**src/rtl/soc_sysid_uptime.sv**
```systemverilog
// soc_sysid_uptime -- Avalon-MM system-ID peripheral with uptime counter.
//
// Returns a fixed system ID and build timestamp. It also provides a prescaled
// free-running uptime counter with an atomic 64-bit read through a latched
// high word, a scratch register, an alarm-compare interrupt and a read latency
// of 1 or 2 cycles.
//
// Ports:
//   clock          system clock
//   reset          asynchronous, active-high reset
//   address[2:0]   word address
//   read           read strobe, accepted every cycle
//   write          write strobe, accepted every cycle
//   writedata[31:0] write data
//   byteenable[3:0] byte lanes for RW registers
//   readdata[31:0] read data, valid while readdatavalid=1
//   readdatavalid  one-cycle pulse per accepted read
//   irq            registered IRQ_PEND & IRQ_EN
//
// Word map: 0 SYSID, 1 TIMESTAMP, 2 UPTIME_LO, 3 UPTIME_HI, 4 SCRATCH,
//           5 ALARM, 6 CTRL_STATUS {CNT_CLEAR, IRQ_EN, IRQ_PEND}, 7 PRESCALE
module soc_sysid_uptime #(
   parameter logic [31:0] SYSTEM_ID    = 32'h0000_0000,
   parameter logic [31:0] TIMESTAMP    = 32'd1643044096,
   parameter int unsigned PRESCALE     = 50,
   parameter int unsigned UPTIME_WIDTH = 64,
   parameter int unsigned READ_LATENCY = 1
) (
   input  logic        clock,
   input  logic        reset,
   input  logic [2:0]  address,
   input  logic        read,
   input  logic        write,
   input  logic [31:0] writedata,
   input  logic [3:0]  byteenable,
   output logic [31:0] readdata,
   output logic        readdatavalid,
   output logic        irq
);

   typedef enum logic [2:0] {
      A_SYSID     = 3'd0,
      A_TIMESTAMP = 3'd1,
      A_UPTIME_LO = 3'd2,
      A_UPTIME_HI = 3'd3,
      A_SCRATCH   = 3'd4,
      A_ALARM     = 3'd5,
      A_CTRL      = 3'd6,
      A_PRESCALE  = 3'd7
   } addr_e;

   localparam logic [15:0] PRESCALE_MAX = 16'(PRESCALE - 1);

   addr_e                   addr;
   logic [15:0]             presc;
   logic [UPTIME_WIDTH-1:0] uptime;
   logic [63:0]             uptime_ext;
   logic [31:0]             hi_latch;
   logic [31:0]             scratch;
   logic [31:0]             alarm;
   logic                    irq_pend;
   logic                    irq_en;
   logic                    tick;
   logic                    ctrl_wr;
   logic                    cnt_clear;
   logic                    alarm_hit;
   logic [31:0]             rd_mux;
   logic                    s1_valid;
   logic [31:0]             s1_data;

   assign addr = addr_e'(address);

   always_comb begin
      uptime_ext = '0;
      uptime_ext[UPTIME_WIDTH-1:0] = uptime;
   end

   assign tick      = (presc == PRESCALE_MAX);
   assign ctrl_wr   = write && (addr == A_CTRL) && byteenable[0];
   assign cnt_clear = ctrl_wr && writedata[2];
   // A clear swallows a coincident tick, so it can never raise the alarm.
   assign alarm_hit = tick && !cnt_clear && ((uptime_ext[31:0] + 32'd1) == alarm);

   // Prescaler and uptime counter
   always_ff @(posedge clock or posedge reset) begin
      if (reset) begin
         presc  <= '0;
         uptime <= '0;
      end else if (cnt_clear) begin
         presc  <= '0;
         uptime <= '0;
      end else begin
         presc <= tick ? '0 : presc + 16'd1;
         if (tick) begin
            uptime <= uptime + UPTIME_WIDTH'(1);
         end
      end
   end

   // RW registers and interrupt state
   always_ff @(posedge clock or posedge reset) begin
      if (reset) begin
         scratch  <= '0;
         alarm    <= '0;
         irq_pend <= 1'b0;
         irq_en   <= 1'b0;
         irq      <= 1'b0;
      end else begin
         for (int unsigned i = 0; i < 4; i++) begin
            if (write && byteenable[i] && (addr == A_SCRATCH)) begin
               scratch[i*8 +: 8] <= writedata[i*8 +: 8];
            end
            if (write && byteenable[i] && (addr == A_ALARM)) begin
               alarm[i*8 +: 8] <= writedata[i*8 +: 8];
            end
         end
         if (ctrl_wr) begin
            irq_en <= writedata[1];
         end
         // Set has priority over a coincident write-1-to-clear.
         if (alarm_hit) begin
            irq_pend <= 1'b1;
         end else if (ctrl_wr && writedata[0]) begin
            irq_pend <= 1'b0;
         end
         irq <= irq_pend & irq_en;
      end
   end

   // Read data select, using pre-write register values
   always_comb begin
      rd_mux = '0;
      case (addr)
         A_SYSID:     rd_mux = SYSTEM_ID;
         A_TIMESTAMP: rd_mux = TIMESTAMP;
         A_UPTIME_LO: rd_mux = uptime_ext[31:0];
         A_UPTIME_HI: rd_mux = hi_latch;
         A_SCRATCH:   rd_mux = scratch;
         A_ALARM:     rd_mux = alarm;
         A_CTRL:      rd_mux = {29'd0, 1'b0, irq_en, irq_pend};
         A_PRESCALE:  rd_mux = 32'(PRESCALE);
         default:     rd_mux = '0;
      endcase
   end

   // First read stage; the high word is captured together with the low word
   // so a LO-then-HI read pair is coherent even if the counter carries.
   always_ff @(posedge clock or posedge reset) begin
      if (reset) begin
         s1_valid <= 1'b0;
         s1_data  <= '0;
         hi_latch <= '0;
      end else begin
         s1_valid <= read;
         if (read) begin
            s1_data <= rd_mux;
         end
         if (read && (addr == A_UPTIME_LO)) begin
            hi_latch <= uptime_ext[63:32];
         end
      end
   end

   generate
      if (READ_LATENCY == 2) begin : g_lat2
         logic        s2_valid;
         logic [31:0] s2_data;

         always_ff @(posedge clock or posedge reset) begin
            if (reset) begin
               s2_valid <= 1'b0;
               s2_data  <= '0;
            end else begin
               s2_valid <= s1_valid;
               if (s1_valid) begin
                  s2_data <= s1_data;
               end
            end
         end

         assign readdata      = s2_data;
         assign readdatavalid = s2_valid;
      end else begin : g_lat1
         assign readdata      = s1_data;
         assign readdatavalid = s1_valid;
      end
   endgenerate

endmodule

```
**config.mk**
```make
export PLATFORM = sky130hd
export DESIGN_NAME = soc_sysid_uptime
export DESIGN_NICKNAME = d
export VERILOG_FILES = /design/src/rtl/soc_sysid_uptime.sv
export SDC_FILE = /design/constraint.sdc
export NUM_CORES = 1
export LEC_CHECK = 0
export ABC_AREA = 1
export CORE_MARGIN = 8
export CORE_UTILIZATION = 60
export CTS_BUF_LIST = sky130_fd_sc_hd__clkbuf_2
export DETAILED_ROUTE_END_ITERATION = 8
export PLACE_DENSITY = 0.81
export SETUP_SLACK_MARGIN = 0.1
export SYNTH_ARGS = -nofsm -noshare
export SYNTH_HDL_FRONTEND = slang
export SYNTH_SLANG_ARGS = --single-unit
```
**constraint.sdc**
```tcl
create_clock -name clock -period 11.29 [get_ports clock]
set_input_delay 1.6935 -clock clock [delete_from_list [all_inputs] [get_ports clock]]
set_output_delay 1.6935 -clock clock [all_outputs]
set_load 0.03 [all_outputs]
```
==> results_dict.tcl, run 1 <==
set metrics [dict create \
    outcome "finished, final reports clean" \
    synth.avg_cell_area_um2 7.701 \
    antenna_found_initial 1 \
    drv_slew 0 \
    synth_seq_cells 212 \
    synth_edf_count 0 \
    multiInputGateArea_um2 5260 \
    grt_overflow 0 \
    crit_path_frequent_cell "nand3_1" \
    min_from "readdata[15]$_DFFE_PP0P_" \
    fillers 1680 \
    syn-instance-count 1474 \
    finalHoldViolations 0 \
    cts_hold_buf 0 \
    ff2ff_setup_slack_ps 8550 \
    powerDensity_nw_per_um2 136.3 \
    hold_path.class "flop to flop" \
    clkTransAtPathRegs_ps 110 \
    drive_above_1_share 0.1076 \
    layoutNonFillerInstCount 1844 \
    synth_nets 1520 \
    drcViolationCount 0 \
    async_flop_share 1.000 \
    rsz0062_at_grt "false" \
    port-buffer-count 76 \
    ff2ff_path_depth 12 \
    dp_hpwl_um 25920 \
    wl_um 35110 \
    synthTopCellsByArea "dfrtp_1, nand2_1, inv_1" \
    grt_max_degree 146 \
    area.growth.synth_to_final_pct 12.56 \
    holdPathStages 2 \
    regArea_um2 5305 \
    die_h_um 153.5 \
    layout_setup_ws_ps 7048 \
    grt_usage 0.2947 \
    drt-pass1-iter-count 8 \
    postCtsSetupBuffers 0 \
    pre_cts_ws_ps 6276 \
    yosys_warnings 0 \
    ir_drop_v 0.0001028 \
    fin_worst_skew_ps 47.55 \
    placementRows 50 \
    grt_pass1_wl_um 55420 \
    grt_pass1_vias 10370 \
    worstMarginPinSlew_ps 1118 \
    vias 10850 \
    ant_nets 0 \
    startpoint_type "input port" \
    cts_sinks 212 \
    seq_area_frac_synth 0.4674 \
    synth.distinct_cells 47 \
    place_congestion 0.9548 \
    p_leak_nw 5.958 \
    endpoint_kind "flop" \
    ys.flop_type "dfrtp_1" \
    crit_fanout 27 \
    crit_slowest_cell "nand3_1" \
    die-area_um2 23580 \
    finalCritPeriodShare 0.3757 \
    cts_tree "yes" \
    period_needed_ps 4242 \
    yosysTopAreaCellShare 0.4674 \
    min_delay_worst_endpoint "readdata[15]$_DFFE_PP0P_" \
    setup_viol 0 \
    cp.required_ps 12070 \
    cp_cell_sequence "clkdlybuf4s50_1 -> nand3_1 -> nor2_1 -> nand2_2 -> nand3_1 -> nor2_1 -> nand3_1 -> nor2_1 -> nand3_1 -> nor2_1 -> nand3_1 -> nand2_1" \
    slew_headroom 0.2506 \
    r2r-end "irq_pend$_DFFE_PP0P_" \
    wl_per_cell_um 19.04 \
    core-area_um2 18640 \
    clk_path_buf_depth 3 \
    ctsResizeCount 0 \
    finalSetupTns_ps 0 \
    fp.dieW_um 153.5 \
    insertion_delay_ps 830 \
    cts-root-buf "clkbuf_2" \
    dpl.cell_count 1751 \
    r2r_start "presc[1]$_DFF_PP0_" \
    nets 1620 \
    htreeDepth 2 \
    max_freq_mhz 235.8 \
    synth_area_leader_cell "dfrtp_1" \
    syn_area_um2 11350 \
    cts_buffers 55 \
    cap_viol_max_count 0 \
    critPathMaxStageDelay_ps 930 \
    ios 77 \
    drt_iter0_markers 931 \
    setup.worst_path.class "input port to flop" \
    initial_core_util 0.6089 \
    avgViaCountPerCell 5.886 \
    worstPathArrival_ps 5020 \
]
-- layout by cell type, fill, tap and decap left out, types with 3 or more instances in the layout --
master           Yosys  routed
a21oi_1             56      56
a221oi_1             4       4
a31oi_1              3       3
buf_4                3       8
clkbuf_2             0      84
clkdlybuf4s50_1      0      76
clkinv_1             1       6
dfrtp_1            212     212
ha_1                 3       3
inv_1              156     155
inv_2                6       7
mux2_2              30      30
nand2_1            465     465
nand2_2              7       7
nand3_1            104     104
nand3_2              3       3
nand4_1             12      12
nor2_1             117     117
nor2_2              11      11
nor2_4               8       8
nor3_1              28      26
nor3_2               2       4
nor4_1               7       7
o2111ai_1           17      17
o211ai_1             6       6
o21a_1              10      10
o21ai_0            105     105
o221ai_1             3       3
o22ai_1             28      28
xor2_1               9       9
-- flip-flops by register name, summed over array words and instances (netlist names) --
name,count
alarm,32
hi_latch,32
irq,1
irq_en,1
irq_pend,1
presc,16
readdata,32
readdatavalid,1
scratch,32
uptime,64
-- per-stage QoR --
stage	power [mW]	hold slack, ps	utilization	cell area (um^2)
floorplan	1.106	449.0	-	11350
global placement	1.217	462.9	0.6597	12300
detailed placement	1.225	464.5	0.6597	12300
CTS	1.750	487.9	0.6850	12770
global route	1.834	508.5	0.6853	12780
finish	1.741	485.2	0.6853	12780
-- synth_stat cells (all sizes together), types with 4 or more instances --
master   count
nor2       137
clkbuf      21
o21ai      107
nand3      107
o21a        10
nor3        31
o2111ai     17
nor4        11
o211ai       6
xor2         9
nand2      474
inv        162
a21oi       56
nand4       12
o22ai       28
dfrtp      212
a221oi       4
buf         20
mux2        30
-- layout make-up --
type / count / area share
clock inverters: 7 / 0.004113
multi-input cells: 1058 / 0.4117
repair buffers: 84 / 0.06424
inverters: 163 / 0.04848
flip-flops and latches: 212 / 0.4152
clock buffers: 84 / 0.03291
diodes: 2 / 0.0003917
well taps: 234 / 0.02292
-- critical path, delay by kind of cell --
family	cells	cell delay [ps]
buffers and inverters	1	790
and+or+nand+nor	11	2520
-- logic make-up after synthesis --
logic type / synth area share
multiplexers: 0.02976
AND/OR/NAND/NOR: 0.2975
AO/OA/AOI/OAI: 0.1202
XOR/XNOR: 0.01179
flip-flops: 0.4674
adder cells (fa/ha/maj): 0.003307
buffers and inverters: 0.07011
-- report_power, final --
part	switching [mW]	leakage, nW	total [mW]	internal (mW)
Combinational	0.184	2.81	0.304	0.120
Sequential	0.0664	2.77	0.910	0.844
Clock	0.311	0.375	0.527	0.215
Total	0.561	5.96	1.74	1.18
-- worst max path at each step --
stage / cells after the start / slack [ps] / end / start
global placement: 12 / 6370 / irq_pend$_DFFE_PP0P_ / address[2]
floorplan: 1 / 3800 / alarm[0]$_DFFE_PP0P_ / reset
finish: 12 / 7050 / irq_pend$_DFFE_PP0P_ / address[2]
detailed placement: 12 / 6280 / irq_pend$_DFFE_PP0P_ / address[2]
CTS: 12 / 7180 / irq_pend$_DFFE_PP0P_ / address[2]
global route: 12 / 6880 / irq_pend$_DFFE_PP0P_ / address[2]
-- layer usage --
| metal | share of wire | global-route usage |
|---|---|---|
| met2 | 0.46 | 0.4694 |
| met5 | 0 | 0 |
| met3 | 0.090 | 0.05465 |
| met4 | 0.034 | 0.1143 |
| met1 | 0.41 | 0.3942 |
(Power assumes the default switching activity.)
==> inputs of run 2 (changes only) <==
--- a/config.mk
+++ b/config.mk
@@ -7,10 +7,10 @@
 export LEC_CHECK = 0
 export ABC_AREA = 1
 export CORE_MARGIN = 8
-export CORE_UTILIZATION = 60
+export CORE_UTILIZATION = 56
 export CTS_BUF_LIST = sky130_fd_sc_hd__clkbuf_2
 export DETAILED_ROUTE_END_ITERATION = 8
-export PLACE_DENSITY = 0.81
+export PLACE_DENSITY = 0.79
 export SETUP_SLACK_MARGIN = 0.1
 export SYNTH_ARGS = -nofsm -noshare
 export SYNTH_HDL_FRONTEND = slang
==> constraint.sdc (replaced) <==
create_clock -name clock -period 3.6 [get_ports clock]
set_input_delay 0.54 -clock clock [delete_from_list [all_inputs] [get_ports clock]]
set_output_delay 0.54 -clock clock [all_outputs]
set_load 0.03 [all_outputs]
==> run 2 against run 1 <==
Compared with the run above: sequential cell count stayed put; register-to-register slack worse by 7700 ps; sequential power grew to 3.1 times the previous value; sequential share of layout area is 0.57 points lower; critical path type is now flop to flop.
==> results_dict.tcl, run 2 (synthesized netlist as in run 1, its figures left out) <==
set metrics [dict create \
    outcome "finished, final reports clean" \
    avgViaCountPerCell 5.732 \
    layoutNonFillerInstCount 1894 \
    finalCritPeriodShare 0.7517 \
    drt-pass1-iter-count 7 \
    post_dp_cell_area_um2 12440 \
    vias 10860 \
    hold_ws_ps 159.6 \
    drive_above_1_share 0.1147 \
    htreeDepth 2 \
    fin_worst_skew_ps 67.59 \
    rsz0062_at_grt "false" \
    startpoint_type "flop" \
    insertion_delay_ps 880 \
    dpl.cell_count 1796 \
    antenna_found_initial 2 \
    layout_setup_ws_ps 893.8 \
    setup.worst_path.class "flop to flop" \
    max_freq_mhz 369.5 \
    finalHoldViolations 0 \
    grt_pass1_wl_um 56190 \
    layout_commonest_cell "nand2_1" \
    period_needed_ps 2706 \
    cap_viol_max_count 0 \
    grt_pass1_vias 10600 \
    ff2ff_setup_slack_ps 890 \
    worstPathArrival_ps 3400 \
    place_congestion 1.024 \
    placementRows 52 \
    die_h_um 158.4 \
    finalSetupTns_ps 0 \
    grt_overflow 0 \
    largest_register_ffs 64 \
    crit_fanout 7 \
    grt_max_degree 71 \
    drcViolationCount 0 \
    cts_hold_buf 0 \
    cp.required_ps 4300 \
    cts_sinks 212 \
    die-area_um2 25080 \
    area.growth.synth_to_final_pct 14.12 \
    clkTransAtPathRegs_ps 130 \
    ant_nets 0 \
    hold_path.class "input port to async pin" \
    cts_tree "yes" \
    mostFrequentLayoutCells "nand2_1, dfrtp_1, inv_1" \
    setup_viol 0 \
    nets 1631 \
    ctsResizeCount 0 \
    dp_hpwl_um 26670 \
    drv_slew 0 \
    clk_path_buf_depth 3 \
    ir_drop_v 0.0003706 \
    report.power.total_mw 5.529 \
    wl_per_cell_um 18.74 \
    grt_usage 0.2900 \
    wl_um 35500 \
    fp.dieW_um 158.4 \
    endpoint_kind "flop" \
    pre_cts_ws_ps 769.8 \
    worstMarginPinSlew_ps 815.8 \
    cts-root-buf "clkbuf_2" \
    cts_buffers 57 \
    ios 77 \
    postCtsSetupBuffers 0 \
    powerDensity_nw_per_um2 426.8 \
    initial_core_util 0.5664 \
    top_register "uptime" \
    fin_area_um2 12950 \
    core-area_um2 20040 \
    port-buffer-count 76 \
    drt_iter0_markers 984 \
    slew_headroom 0.4550 \
    final_core_util 0.6464 \
    p_leak_nw 6.022 \
]
run 2: cell count changes in the layout (fill, tap and decap cells not counted), sizes merged:
| cell | previous run | this run |
|---|---|---|
| clkinv | 6 | 11 |
| clkinvlp | 0 | 2 |
| buf | 8 | 17 |
| inv | 163 | 161 |
run 2: area by class of cell:
cell class,count,area (um^2)
fill,1840,7086
inverter,163,615.6
clock buffer,84,420.4
sequential,212,5305
tap,270,337.8
timing repair buffer,93,925.9
antenna,2,5.005
clock inverter,12,83.83
multi-input combinational,1058,5260
run 2: path summary, 6_finish.rpt:
kind,endpoint,cells after the start,from
max,uptime[56]$_DFFE_PP0P_,10,uptime[0]$_DFFE_PP0P_
max in group asynchronous,uptime[55]$_DFFE_PP0P_,3,reset
min reg2reg,readdata[7]$_DFFE_PP0P_,2,readdata[7]$_DFFE_PP0P_
max reg2reg,uptime[56]$_DFFE_PP0P_,10,uptime[0]$_DFFE_PP0P_
min,uptime[3]$_DFFE_PP0P_,2,reset
min in group clock,alarm[11]$_DFFE_PP0P_,3,writedata[11]
run 2: routing by layer:
metal  routed length (um)  GRT usage  up-vias
met2                16530     0.4662      477
met1                14810     0.3784     5182
met3                 2794    0.05103       99
met4                 1362     0.1307        0
met5                    0          0        -
li1                     -          -     5098
run 2: critical path, stage by stage, from the launching register on:
cell	delay, ps
dfrtp_1	500
ha_1	410
nand2_2	150
nor2_4	180
nand2_2	180
nor2_4	210
nand2_2	130
nor3_4	270
nand3_2	190
nor3_1	240
nor3b_2	70
run 2: report_power, final:
group          internal [mW]  switching [mW]
Sequential              2.65           0.208
Combinational          0.386           0.573
Clock                  0.692            1.02
Total                   3.72            1.80
